--- config.mk ---
export PLATFORM = sky130hd
export DESIGN_NAME = gas_alarm_controller_flat
export DESIGN_NICKNAME = d
export VERILOG_FILES = /design/src/rtl/gas_ctrl_pkg.sv /design/src/rtl/gas_alarm_controller_if.sv /design/src/rtl/gas_hold_timer.sv /design/src/rtl/gas_alarm_controller.sv /design/src/flat_wrapper.sv
export SDC_FILE = /design/constraint.sdc
export NUM_CORES = 1
export LEC_CHECK = 0
export CAP_MARGIN = 20
export CORE_UTILIZATION = 35
export DETAILED_ROUTE_END_ITERATION = 12
export GPL_TIMING_DRIVEN = 0
export PLACE_DENSITY_LB_ADDON = 0.15
export SYNTH_ARGS = -nofsm -noshare
export SYNTH_HDL_FRONTEND = slang
export SYNTH_SLANG_ARGS = --single-unit
--- constraint.sdc ---
create_clock -name clk -period 8.21 [get_ports clk]
set_input_delay 0.821 -clock clk [delete_from_list [all_inputs] [get_ports clk]]
set_output_delay 0.821 -clock clk [all_outputs]
set_load 0.02 [all_outputs]
--- src/rtl/gas_ctrl_pkg.sv ---
// Shared definitions for the gas alarm controller: FSM state encoding,
// detector event bit positions, alarm level codes and the state-to-level map.
package gas_ctrl_pkg;

    // Bit positions inside det_code; a higher index means a more severe event
    localparam int CODE_LEAK = 2;
    localparam int CODE_HIGH = 1;
    localparam int CODE_LOW  = 0;

    // Values presented on alarm_level
    localparam logic [1:0] LVL_IDLE  = 2'd0;
    localparam logic [1:0] LVL_WARN  = 2'd1;
    localparam logic [1:0] LVL_ALARM = 2'd2;
    localparam logic [1:0] LVL_SHUT  = 2'd3;

    typedef enum logic [2:0] {
        ST_IDLE,
        ST_WARN,
        ST_ALARM,
        ST_SHUTDOWN,
        ST_VENT
    } state_t;

    // SHUTDOWN and VENT share the top level; the operator sees one "shut" state
    function automatic logic [1:0] level_of(state_t s);
        case (s)
            ST_WARN:     return LVL_WARN;
            ST_ALARM:    return LVL_ALARM;
            ST_SHUTDOWN: return LVL_SHUT;
            ST_VENT:     return LVL_SHUT;
            default:     return LVL_IDLE;
        endcase
    endfunction

endpackage

--- src/rtl/gas_alarm_controller_if.sv ---
// Detector/operator inputs and actuator outputs of the gas alarm controller.
// Build option GAS_CTRL_LOG_EN adds the shutdown_cnt / last_code log signals.
interface gas_alarm_controller_if;
    logic [2:0] det_code;
    logic       user_ack;
    logic       user_reset;
    logic [1:0] alarm_level;
    logic       fan_on;
    logic       buzzer;
    logic       valve_close;
    logic       irq;
`ifdef GAS_CTRL_LOG_EN
    logic [7:0] shutdown_cnt;
    logic [2:0] last_code;
`endif

    // Side that produces events and watches the actuators
    modport master (
        output det_code, user_ack, user_reset,
`ifdef GAS_CTRL_LOG_EN
        input  shutdown_cnt, last_code,
`endif
        input  alarm_level, fan_on, buzzer, valve_close, irq
    );

    // The controller itself
    modport slave (
        input  det_code, user_ack, user_reset,
`ifdef GAS_CTRL_LOG_EN
        output shutdown_cnt, last_code,
`endif
        output alarm_level, fan_on, buzzer, valve_close, irq
    );
endinterface

--- src/rtl/gas_hold_timer.sv ---
// Loadable down-counter shared by the WARN/ALARM hold windows and the
// post-shutdown ventilation phase. Stops at zero; load wins over decrement.
module gas_hold_timer #(
    parameter int WIDTH = 6
) (
    input  logic             clk,
    input  logic             arst,
    input  logic             i_load,
    input  logic [WIDTH-1:0] i_load_val,
    output logic             o_zero
);
    logic [WIDTH-1:0] r_count;

    // Reload on request, otherwise count down and park at zero
    always_ff @(posedge clk) begin
        // NOTE: sequential state uses non-blocking (<=) so every register samples pre-edge values.
        if (arst)
            r_count <= '0;
        else if (i_load)
            r_count <= i_load_val;
        else if (r_count != '0)
            r_count <= r_count - 1'b1;
    end

    assign o_zero = (r_count == '0);
endmodule

--- src/rtl/gas_alarm_controller.sv ---
// Gas alarm controller: escalates IDLE -> WARN -> ALARM -> SHUTDOWN on
// detector events, holds levels with a shared timer, ventilates after a
// manual reset and raises irq on every escalation until acknowledged.
// Build option GAS_CTRL_LOG_EN adds a shutdown entry counter and last event code.
module gas_alarm_controller
    import gas_ctrl_pkg::*;
#(
    parameter int HOLD_CYCLES   = 16,
    parameter int VENT_CYCLES   = 64,
    parameter int BEEP_HALF     = 4,
    parameter int WARN_ESCALATE = 3
) (
    input  logic             clk,
    input  logic             arst,
    gas_alarm_controller_if.slave bus
);
    localparam int TMR_W  = $clog2((HOLD_CYCLES > VENT_CYCLES) ? HOLD_CYCLES : VENT_CYCLES);
    localparam int WARN_W = $clog2(WARN_ESCALATE + 1);
    localparam int BEEP_W = $clog2(BEEP_HALF + 1);

    localparam logic [TMR_W-1:0]  HOLD_LOAD = TMR_W'(HOLD_CYCLES - 1);
    localparam logic [TMR_W-1:0]  VENT_LOAD = TMR_W'(VENT_CYCLES - 1);
    localparam logic [WARN_W-1:0] WARN_SAT  = WARN_W'(WARN_ESCALATE);
    localparam logic [WARN_W-1:0] WARN_LAST = WARN_W'(WARN_ESCALATE - 1);
    localparam logic [BEEP_W-1:0] BEEP_LAST = BEEP_W'(BEEP_HALF - 1);

    state_t            r_state;
    logic [WARN_W-1:0] r_warn_cnt;
    logic [BEEP_W-1:0] r_beep_cnt;
    logic [1:0]        r_level;
    logic              r_fan, r_buzzer, r_valve, r_irq;

    state_t            w_next;
    logic [WARN_W-1:0] w_warn_next;
    logic              w_load, w_rearm, w_escalate, w_tmr_zero;
    logic [TMR_W-1:0]  w_load_val;
    logic              w_leak, w_high, w_low, w_any;

    assign w_leak = bus.det_code[CODE_LEAK];
    assign w_high = bus.det_code[CODE_HIGH];
    assign w_low  = bus.det_code[CODE_LOW];
    assign w_any  = (bus.det_code != 3'b000);

    gas_hold_timer #(.WIDTH(TMR_W)) u_timer (
        .clk        (clk),
        .arst       (arst),
        .i_load     (w_load),
        .i_load_val (w_load_val),
        .o_zero     (w_tmr_zero)
    );

    // Next state, warn counter and timer load; if/else order gives [2] > [1] > [0]
    always_comb begin
        // NOTE: every always_comb output gets a default first so no path can infer a latch.
        w_next      = r_state;
        w_warn_next = r_warn_cnt;
        w_load      = 1'b0;
        w_load_val  = HOLD_LOAD;
        w_rearm     = 1'b0;
        case (r_state)
            ST_IDLE: begin
                w_load = w_any;
                if (w_leak)      w_next = ST_SHUTDOWN;
                else if (w_high) w_next = ST_ALARM;
                else if (w_low) begin
                    w_next      = ST_WARN;
                    w_warn_next = WARN_W'(1);
                end
            end
            ST_WARN: begin
                if (w_leak) begin
                    w_next      = ST_SHUTDOWN;
                    w_warn_next = '0;
                end else if (w_high) begin
                    w_next = ST_ALARM;
                    w_load = 1'b1;
                end else if (w_low) begin
                    w_load = 1'b1;
                    if (r_warn_cnt >= WARN_LAST) begin
                        w_next      = ST_ALARM;
                        w_warn_next = WARN_SAT;
                    end else begin
                        w_warn_next = r_warn_cnt + 1'b1;
                    end
                end else if (w_tmr_zero) begin
                    w_next      = ST_IDLE;
                    w_warn_next = '0;
                end
            end
            ST_ALARM: begin
                if (w_leak) begin
                    w_next = ST_SHUTDOWN;
                end else if (w_high || w_low) begin
                    w_load = 1'b1;
                end else if (w_tmr_zero) begin
                    w_next      = ST_WARN;
                    w_load      = 1'b1;
                    w_warn_next = '0;
                end
            end
            ST_SHUTDOWN: begin
                // A fresh leak while already shut down is a new escalation for the operator
                w_rearm = w_leak;
                if (bus.user_reset && !w_any) begin
                    w_next     = ST_VENT;
                    w_load     = 1'b1;
                    w_load_val = VENT_LOAD;
                end
            end
            ST_VENT: begin
                if (w_any)           w_next = ST_SHUTDOWN;
                else if (w_tmr_zero) w_next = ST_IDLE;
            end
            default: w_next = ST_IDLE;
        endcase
    end

    // VENT -> SHUTDOWN stays on the same visible level but still counts as escalation
    assign w_escalate = (level_of(w_next) > level_of(r_state))
                      || (r_state == ST_VENT && w_next == ST_SHUTDOWN)
                      || w_rearm;

    // State register with registered actuators, beep counter and irq
    always_ff @(posedge clk) begin
        if (arst) begin
            r_state    <= ST_IDLE;
            r_warn_cnt <= '0;
            r_beep_cnt <= '0;
            r_level    <= LVL_IDLE;
            r_fan      <= 1'b0;
            r_buzzer   <= 1'b0;
            r_valve    <= 1'b0;
            r_irq      <= 1'b0;
        end else begin
            r_state    <= w_next;
            r_warn_cnt <= w_warn_next;
            r_level    <= level_of(w_next);
            r_fan      <= (w_next == ST_ALARM) || (w_next == ST_SHUTDOWN) || (w_next == ST_VENT);
            r_valve    <= (w_next == ST_SHUTDOWN) || (w_next == ST_VENT);
            if (w_next == ST_ALARM) begin
                if (r_state != ST_ALARM) begin
                    r_buzzer   <= 1'b1;
                    r_beep_cnt <= '0;
                end else if (r_beep_cnt == BEEP_LAST) begin
                    r_buzzer   <= ~r_buzzer;
                    r_beep_cnt <= '0;
                end else begin
                    r_beep_cnt <= r_beep_cnt + 1'b1;
                end
            end else begin
                r_buzzer   <= (w_next == ST_SHUTDOWN);
                r_beep_cnt <= '0;
            end
            if (w_escalate)        r_irq <= 1'b1;
            else if (bus.user_ack) r_irq <= 1'b0;
        end
    end

    assign bus.alarm_level = r_level;
    assign bus.fan_on      = r_fan;
    assign bus.buzzer      = r_buzzer;
    assign bus.valve_close = r_valve;
    assign bus.irq         = r_irq;

`ifdef GAS_CTRL_LOG_EN
    logic [7:0] r_shutdown_cnt;
    logic [2:0] r_last_code;

    // Event log: saturating SHUTDOWN entry count and latest nonzero event code
    always_ff @(posedge clk) begin
        if (arst) begin
            r_shutdown_cnt <= '0;
            r_last_code    <= '0;
        end else begin
            if (w_next == ST_SHUTDOWN && r_state != ST_SHUTDOWN && r_shutdown_cnt != 8'hFF)
                r_shutdown_cnt <= r_shutdown_cnt + 1'b1;
            if (w_any)
                r_last_code <= bus.det_code;
        end
    end

    assign bus.shutdown_cnt = r_shutdown_cnt;
    assign bus.last_code    = r_last_code;
`endif
endmodule

--- src/flat_wrapper.sv ---
// flat-port wrapper written by rule: the top's interface ports become plain ports
module gas_alarm_controller_flat import gas_ctrl_pkg::*;
#(
    parameter int HOLD_CYCLES   = 16,
    parameter int VENT_CYCLES   = 64,
    parameter int BEEP_HALF     = 4,
    parameter int WARN_ESCALATE = 3
)
  (clk, arst, bus_det_code, bus_user_ack, bus_user_reset, bus_alarm_level, bus_fan_on, bus_buzzer, bus_valve_close, bus_irq);
  gas_alarm_controller_if bus_i ();
  input  logic clk;
  input  logic arst;
  input wire logic [$bits(bus_i.det_code)-1:0] bus_det_code;
  input wire logic [$bits(bus_i.user_ack)-1:0] bus_user_ack;
  input wire logic [$bits(bus_i.user_reset)-1:0] bus_user_reset;
  output wire logic [$bits(bus_i.alarm_level)-1:0] bus_alarm_level;
  output wire logic [$bits(bus_i.fan_on)-1:0] bus_fan_on;
  output wire logic [$bits(bus_i.buzzer)-1:0] bus_buzzer;
  output wire logic [$bits(bus_i.valve_close)-1:0] bus_valve_close;
  output wire logic [$bits(bus_i.irq)-1:0] bus_irq;
  assign bus_i.det_code = bus_det_code;
  assign bus_i.user_ack = bus_user_ack;
  assign bus_i.user_reset = bus_user_reset;
  assign bus_alarm_level = bus_i.alarm_level;
  assign bus_fan_on = bus_i.fan_on;
  assign bus_buzzer = bus_i.buzzer;
  assign bus_valve_close = bus_i.valve_close;
  assign bus_irq = bus_i.irq;
  gas_alarm_controller #(.HOLD_CYCLES(HOLD_CYCLES), .VENT_CYCLES(VENT_CYCLES), .BEEP_HALF(BEEP_HALF), .WARN_ESCALATE(WARN_ESCALATE)) u_core (.clk(clk), .arst(arst), .bus(bus_i));
endmodule
# Word-level counts from Yosys, hierarchy flattened
# Cells that the tools add are included.
[word_totals] elab_cells=98 in_bits=7 regBits=20 out_inout_bits=6
[classes] n_eq_ne=17 reduce_logical=20 n_mux=45 order_cmp=2 n_bitwise=2 addsub=3
[op_table] cell="$mux 3" count=13
[op_table] cell="$mux 6" count=4
[op_table] cell="$mux 2" count=10
[op_table] cell="$pmux 2 s3" count=3
[op_table] cell="$eq 3x2->1 const B" count=5
[op_table] cell="$pmux 3 s5" count=1
[op_table] cell="$mux 1" count=13
[op_table] cell="$ne 2x2->1 const B" count=5
[op_table] cell="$reduce_and 7->1" count=1
[op_table] cell="$eq 3x1->1 const B" count=2
[op_table] cell="$eq 3x3->1 const B" count=2
[op_table] cell="$logic_not 6->1" count=1
[op_table] cell="$logic_or 1x1->1" count=6
[op_table] cell="$ne 3x3->1 const B" count=2
[op_table] cell="$reduce_bool 3->1" count=2
[op_table] cell="$reduce_bool 6->1" count=1
[op_table] cell="$sub 6x1->6 const B" count=1
[op_table] cell="$pmux 1 s4" count=1
[op_table] cell="$reduce_bool 2->1" count=2
[op_table] cell="$reduce_or 2->1" count=2
[op_table] cell="$reduce_or 4->1" count=1
[op_table] cell="$add 3x1->3 const B" count=1
[op_table] cell="$logic_not 3->1" count=1
[op_table] cell="$ne 3x2->1 const B" count=1
[op_table] cell="6 further kinds" count=8

# Depth between registers and ports, before layout
[depth] ltp_word=13 ltp_mapped=13 mapped_depth_nobuf=13

# By module
# A second synthesis with hierarchy kept.
[unflattened] hier_cells=158 area_unflattened_um2=1302.5
[by_module_without_submodules] mod="gas_alarm_controller" area_each_um2=907.1 seq_area_each_um2=280.3 cells_each=112 n_inst=1
[by_module_without_submodules] mod="gas_hold_timer" area_each_um2=395.4 seq_area_each_um2=120.1 cells_each=46 n_inst=1

# Worst setup path before layout
# Ideal clock, no wire load.
[synth_timing] path_kind="input-to-reg" from="input port bus_det_code[1]" to="register u_core.r_irq, in the netlist u_core.bus.irq" cell_stages=12 arrival_ns=2.568 path_slack_ns=5.514 path_buffers=1 t_required_ns=8.082 setup_time_ns=0.128 cell_sequence="buf_6 nor3_4 a21oi_1 a211o_1 a21oi_1 inv_1 ha_1 nor2b_1 o21ai_0 o21ai_0 a221oi_1 nor2_1"
[synth_via] elab_chain_len=12 elab_cells_between_ends=25 cone_classes="order compare (1); eq/ne (4); mux (11); reduce/logical (9)"
[synth_rtl] item="start: declaration" line="flat_wrapper.sv:13" source="input wire logic [$bits(bus_i.det_code)-1:0] bus_det_code;"
[synth_rtl] item="$reduce_bool 3->1" line="gas_alarm_controller.sv:42" source="assign w_any = (bus.det_code != 3'b000);"
[synth_rtl] item="$logic_not 1->1" line="gas_alarm_controller.sv:104" source="if (bus.user_reset && !w_any) begin"
[synth_rtl] item="$logic_and 1x1->1" line="gas_alarm_controller.sv:104"
[synth_rtl] item="$mux 3" line="gas_alarm_controller.sv:104"
[synth_rtl] item="$pmux 3 s5 *" line="gas_alarm_controller.sv:60" source="case (r_state)"
[synth_rtl] item="$eq 3x3->1 / $eq 3x2->1 (equally long branches)" line="gas_ctrl_pkg.sv:26, gas_alarm_controller.sv:120"
[synth_rtl] item="$reduce_or 2->1 (no source line)"
[synth_rtl] item="$pmux 2 s3" line="gas_ctrl_pkg.sv:26" source="case (s)"
[synth_rtl] item="$gt 2x2->1" line="gas_alarm_controller.sv:119" source="assign w_escalate = (level_of(w_next) > level_of(r_state))"
[synth_rtl] item="$logic_or 1x1->1 *" line="gas_alarm_controller.sv:120" source="|| (r_state == ST_VENT && w_next == ST_SHUTDOWN)"
[synth_rtl] item="$logic_or 1x1->1 *" line="gas_alarm_controller.sv:121" source="|| w_rearm;"
[synth_rtl] item="$mux 1 / $reduce_bool 2->1 (equally long branches)"
[synth_rtl] item="end signal: assignment" line="gas_alarm_controller.sv:133" source="r_irq <= 1'b0;"
[synth_rtl] item="end signal: assignment" line="gas_alarm_controller.sv:154" source="if (w_escalate) r_irq <= 1'b1;"
[synth_rtl] item="end signal: assignment" line="gas_alarm_controller.sv:155" source="else if (bus.user_ack) r_irq <= 1'b0;"
[synth_rtl] item="end: declaration" line="gas_alarm_controller.sv:31" source="logic r_fan, r_buzzer, r_valve, r_irq;"
# Every way passes the cells marked *; elsewhere a longest branch is shown, timed or not.
# A chain may end at the register's enable or synchronous reset.

# Worst setup path after layout
[layout_timing] from="input port bus_det_code[0]" to="register u_core.r_irq, in the netlist u_core.bus.irq"
# Same word-level chain as after synthesis.

==> impl_metrics.csv <==
group,metric,value,unit
synth,ys_seq_elements,20,
drt,drc,0,
cts,path_clk_slew,0.12,ns
floorplan,die_area,3690,sq um
global_routing,grt.overflow.total,0,
cts,postCtsSetupBuffers,0,
synth,syn_avg_cell_area,8.27,sq um
global_routing,first_global_vias,1023,
critical_path,worstSetupPathType,"in -> reg",
placed_design,io_buffers,11,
synth,postSynthCellCount,146,
global_routing,grt_max_degree,13,
critical_path,r2r-start,"u_core.u_timer.r_count[0]$_SDFFE_PP0P_",
pwr,power,0.277,mW
pwr,p_leak,0.549,nW
timing,finalSetupViolations,0,
timing,tightestPinTransition,0.502,ns
timing,period_minus_slack,3.24,ns
cts,cts_root_buffer,"clkbuf_4",
synth,async_reset_ff_frac,0,
critical_path,end_kind,"register",
global_routing,grt_first_pass_wirelength,4.75,mm
cells_and_area,final_cell_area,1430,sq um
floorplan,die_width,60.7,microns
floorplan,core_area,3150,sq um
critical_path,required,8.40,ns
cts,insertion_delay,0.30,ns
cells_and_area,fillCellCount,335,
timing,slew_headroom,0.666,
drt,drtIter0Drc,29,
pwr,powerDensity,194,nW/um^2
synth,synth_ff_type,"dfxtp_1",
critical_path,crit_arrival,3.43,ns
timing,fin_crit_sh,0.394,
floorplan,die_h,60.7,microns
drt,wirelength,2.68,mm
hold_path,hold_start,"u_core.r_beep_cnt[0]$_SDFF_PP0_",
run,cap_violations,0,
hold_path,hold_depth,1,
drt,routed_via_density,5.40,
critical_path,critPathLaunchType,"primary input",
timing,rsz0062_at_grt,"false",
cells_and_area,area.growth.synth_to_final,18.0,%
cells_and_area,layout-drive-gt1-share,0.106,
synth,synthDistinctLibCells,48,
pwr,ir_drop,116,uV
cts,cts_tree,"done",
cts,htreeDepth,1,
cts,cts-resized-gates,0,
timing,final.setup_skew,0.00126,ns
synth,synth_edf_count,0,
drt,ant_nets,0,
synth,ys_warn_count,0,
hold_path,min_path_type,"reg -> reg",
placed_design,dpl-instance-area,1370,sq um
cts,cts_buffers,3,
status,status,"finished, final reports clean",
drt,wl_per_cell,13.1,microns
timing,fmax,309,MHz
drt,num_vias,1108,
synth,syn_nets,158,
drt,drtPass1Iterations,4,
timing,slew_violations,0,
floorplan,num_rows,20,
floorplan,ios,13,
cts,clock_path_buffers,2,
critical_path,r2r_cells,13,
cts,clock-sinks,20,
hold_path,holdPathEnd,"u_core.r_beep_cnt[0]$_SDFF_PP0_",
critical_path,r2r_end,"u_core.bus.irq$_SDFFE_PP0P_",
global_routing,antenna_found_initial,0,
synth,seq_area_frac_synth,0.332,
global_routing,track_usage,0.175,
placed_design,detailed_place_hpwl,2.03,mm
synth,syn_area,1210,sq um
cells_and_area,finalNetCount,174,
timing,final-hold-violation-count,0,
cells_and_area,n_antenna_cell,0,
critical_path,worst-path-max-fanout,9,
timing,tns,0,ns
critical_path,ff2ff_setup_slack,5.16,ns
floorplan,initial_core_util,0.383,
placed_design,gp_congestion,0.826,
cts,hold_buffers,0,
==> registers in the layout, indices dropped and copies added (netlist names) <==
| signal | count |
|---|---|
| u_core.bus.alarm_level | 2 |
| u_core.bus.irq | 1 |
| u_core.r_beep_cnt | 3 |
| u_core.r_state | 3 |
| u_core.bus.valve_close | 1 |
| u_core.u_timer.r_count | 6 |
| u_core.bus.fan_on | 1 |
| u_core.bus.buzzer | 1 |
| u_core.r_warn_cnt | 2 |
==> critical path, cell delays in order <==
cell and delay, ns:
clkdlybuf4s50_1 0.57, nor3_1 0.28, a22oi_1 0.14, a211o_1 0.33
a21oi_1 0.28, inv_1 0.09, ha_1 0.29, nor2b_1 0.13
o21ai_0 0.12, o21ai_0 0.09, a221oi_1 0.23, nor2_1 0.06
==> cell usage after synthesis (2+ instances only) <==
master    count  area share
nor3_1        4       0.017
o31ai_1       2       0.012
nor2_1       14       0.044
nand2_1      10       0.031
or3b_4        2       0.019
a31oi_1       2       0.010
nor2b_1       2       0.010
or3_1         3       0.016
inv_1         9       0.028
nor4_1        3       0.016
nand3b_1      2       0.012
ha_1          5       0.052
nand2b_1      5       0.026
nor3b_1       2       0.012
buf_6         2       0.019
a21oi_1      14       0.058
dfxtp_1      20        0.33
buf_2         2      0.0083
a211oi_1      2       0.012
a211o_1       2       0.015
o22ai_1       2       0.010
o21ai_0       9       0.037
xnor2_1       3       0.022
==> final cells by class <==
type                       count  area, sq um  area share
tap                           44         55.1      0.0386
timing repair buffer          11          110      0.0773
sequential                    20          400       0.281
inverter                       9         33.8      0.0237
multi-input combinational    111          729       0.512
clock inverter                 1         30.0      0.0211
buffer                         6         43.8      0.0307
clock buffer                   3         22.5      0.0158
==> where the power goes <==
part           total (mW)  leakage [nW]  switching [mW]  internal [mW]
combinational      0.0825         0.356          0.0449         0.0375
sequential          0.113         0.165         0.00623          0.107
clock              0.0811        0.0279          0.0318         0.0493
total               0.277         0.549          0.0830          0.194
==> cells by family after synthesis <==
kind of cell,share of synthesized area
xor gates and xnor gates,0.0218
and+or+nand+nor,0.294
adders and majority gates,0.0601
DFF,0.332
AOI/OAI and AO/OA,0.219
buffers and inverters,0.0642
muxes,0.00933
==> routing by layer <==
| metal | share of wire | vias to the layer above | GRT usage |
|---|---|---|---|
| met4 | 0.0082 | 0 | 0.0779 |
| li1 | - | 566 | - |
| met2 | 0.44 | 17 | 0.259 |
| met3 | 0.046 | 4 | 0.0341 |
| met1 | 0.50 | 521 | 0.247 |
| met5 | 0 | - | 0 |
==> worst max-delay path by stage <==
stage	start	endpoint	slack [ns]
finish	bus_det_code[0]	u_core.bus.irq$_SDFFE_PP0P_	4.97
global placement	bus_det_code[0]	u_core.bus.irq$_SDFFE_PP0P_	4.63
global route	bus_det_code[0]	u_core.bus.irq$_SDFFE_PP0P_	4.70
detailed placement	bus_det_code[0]	u_core.bus.irq$_SDFFE_PP0P_	4.62
CTS	bus_det_code[0]	u_core.bus.irq$_SDFFE_PP0P_	4.95
floorplan	bus_det_code[1]	u_core.bus.irq$_SDFFE_PP0P_	5.51
==> cell usage in the layout (no fill, tap or decap), types with 3 or more instances in the layout <==
master,count
clkbuf_4,3
clkdlybuf4s50_1,11
o21ai_0,9
xnor2_1,3
nand2_1,10
dfxtp_1,20
ha_1,5
nand2b_1,5
nor3_1,4
nor4_1,3
a21oi_1,14
nor2_1,14
inv_1,9
or3_1,3
==> metrics by stage <==
stage               utilization  setup slack, ns  hold slack, ns  cells
CTS                       0.452             4.95           0.456    205
floorplan                     -             5.51           0.408    146
global route              0.452             4.70           0.466    205
detailed placement        0.435             4.62           0.439    201
global placement          0.435             4.63           0.416    201
finish                    0.452             4.97           0.455    205
Power figures use the tool's default switching activity.
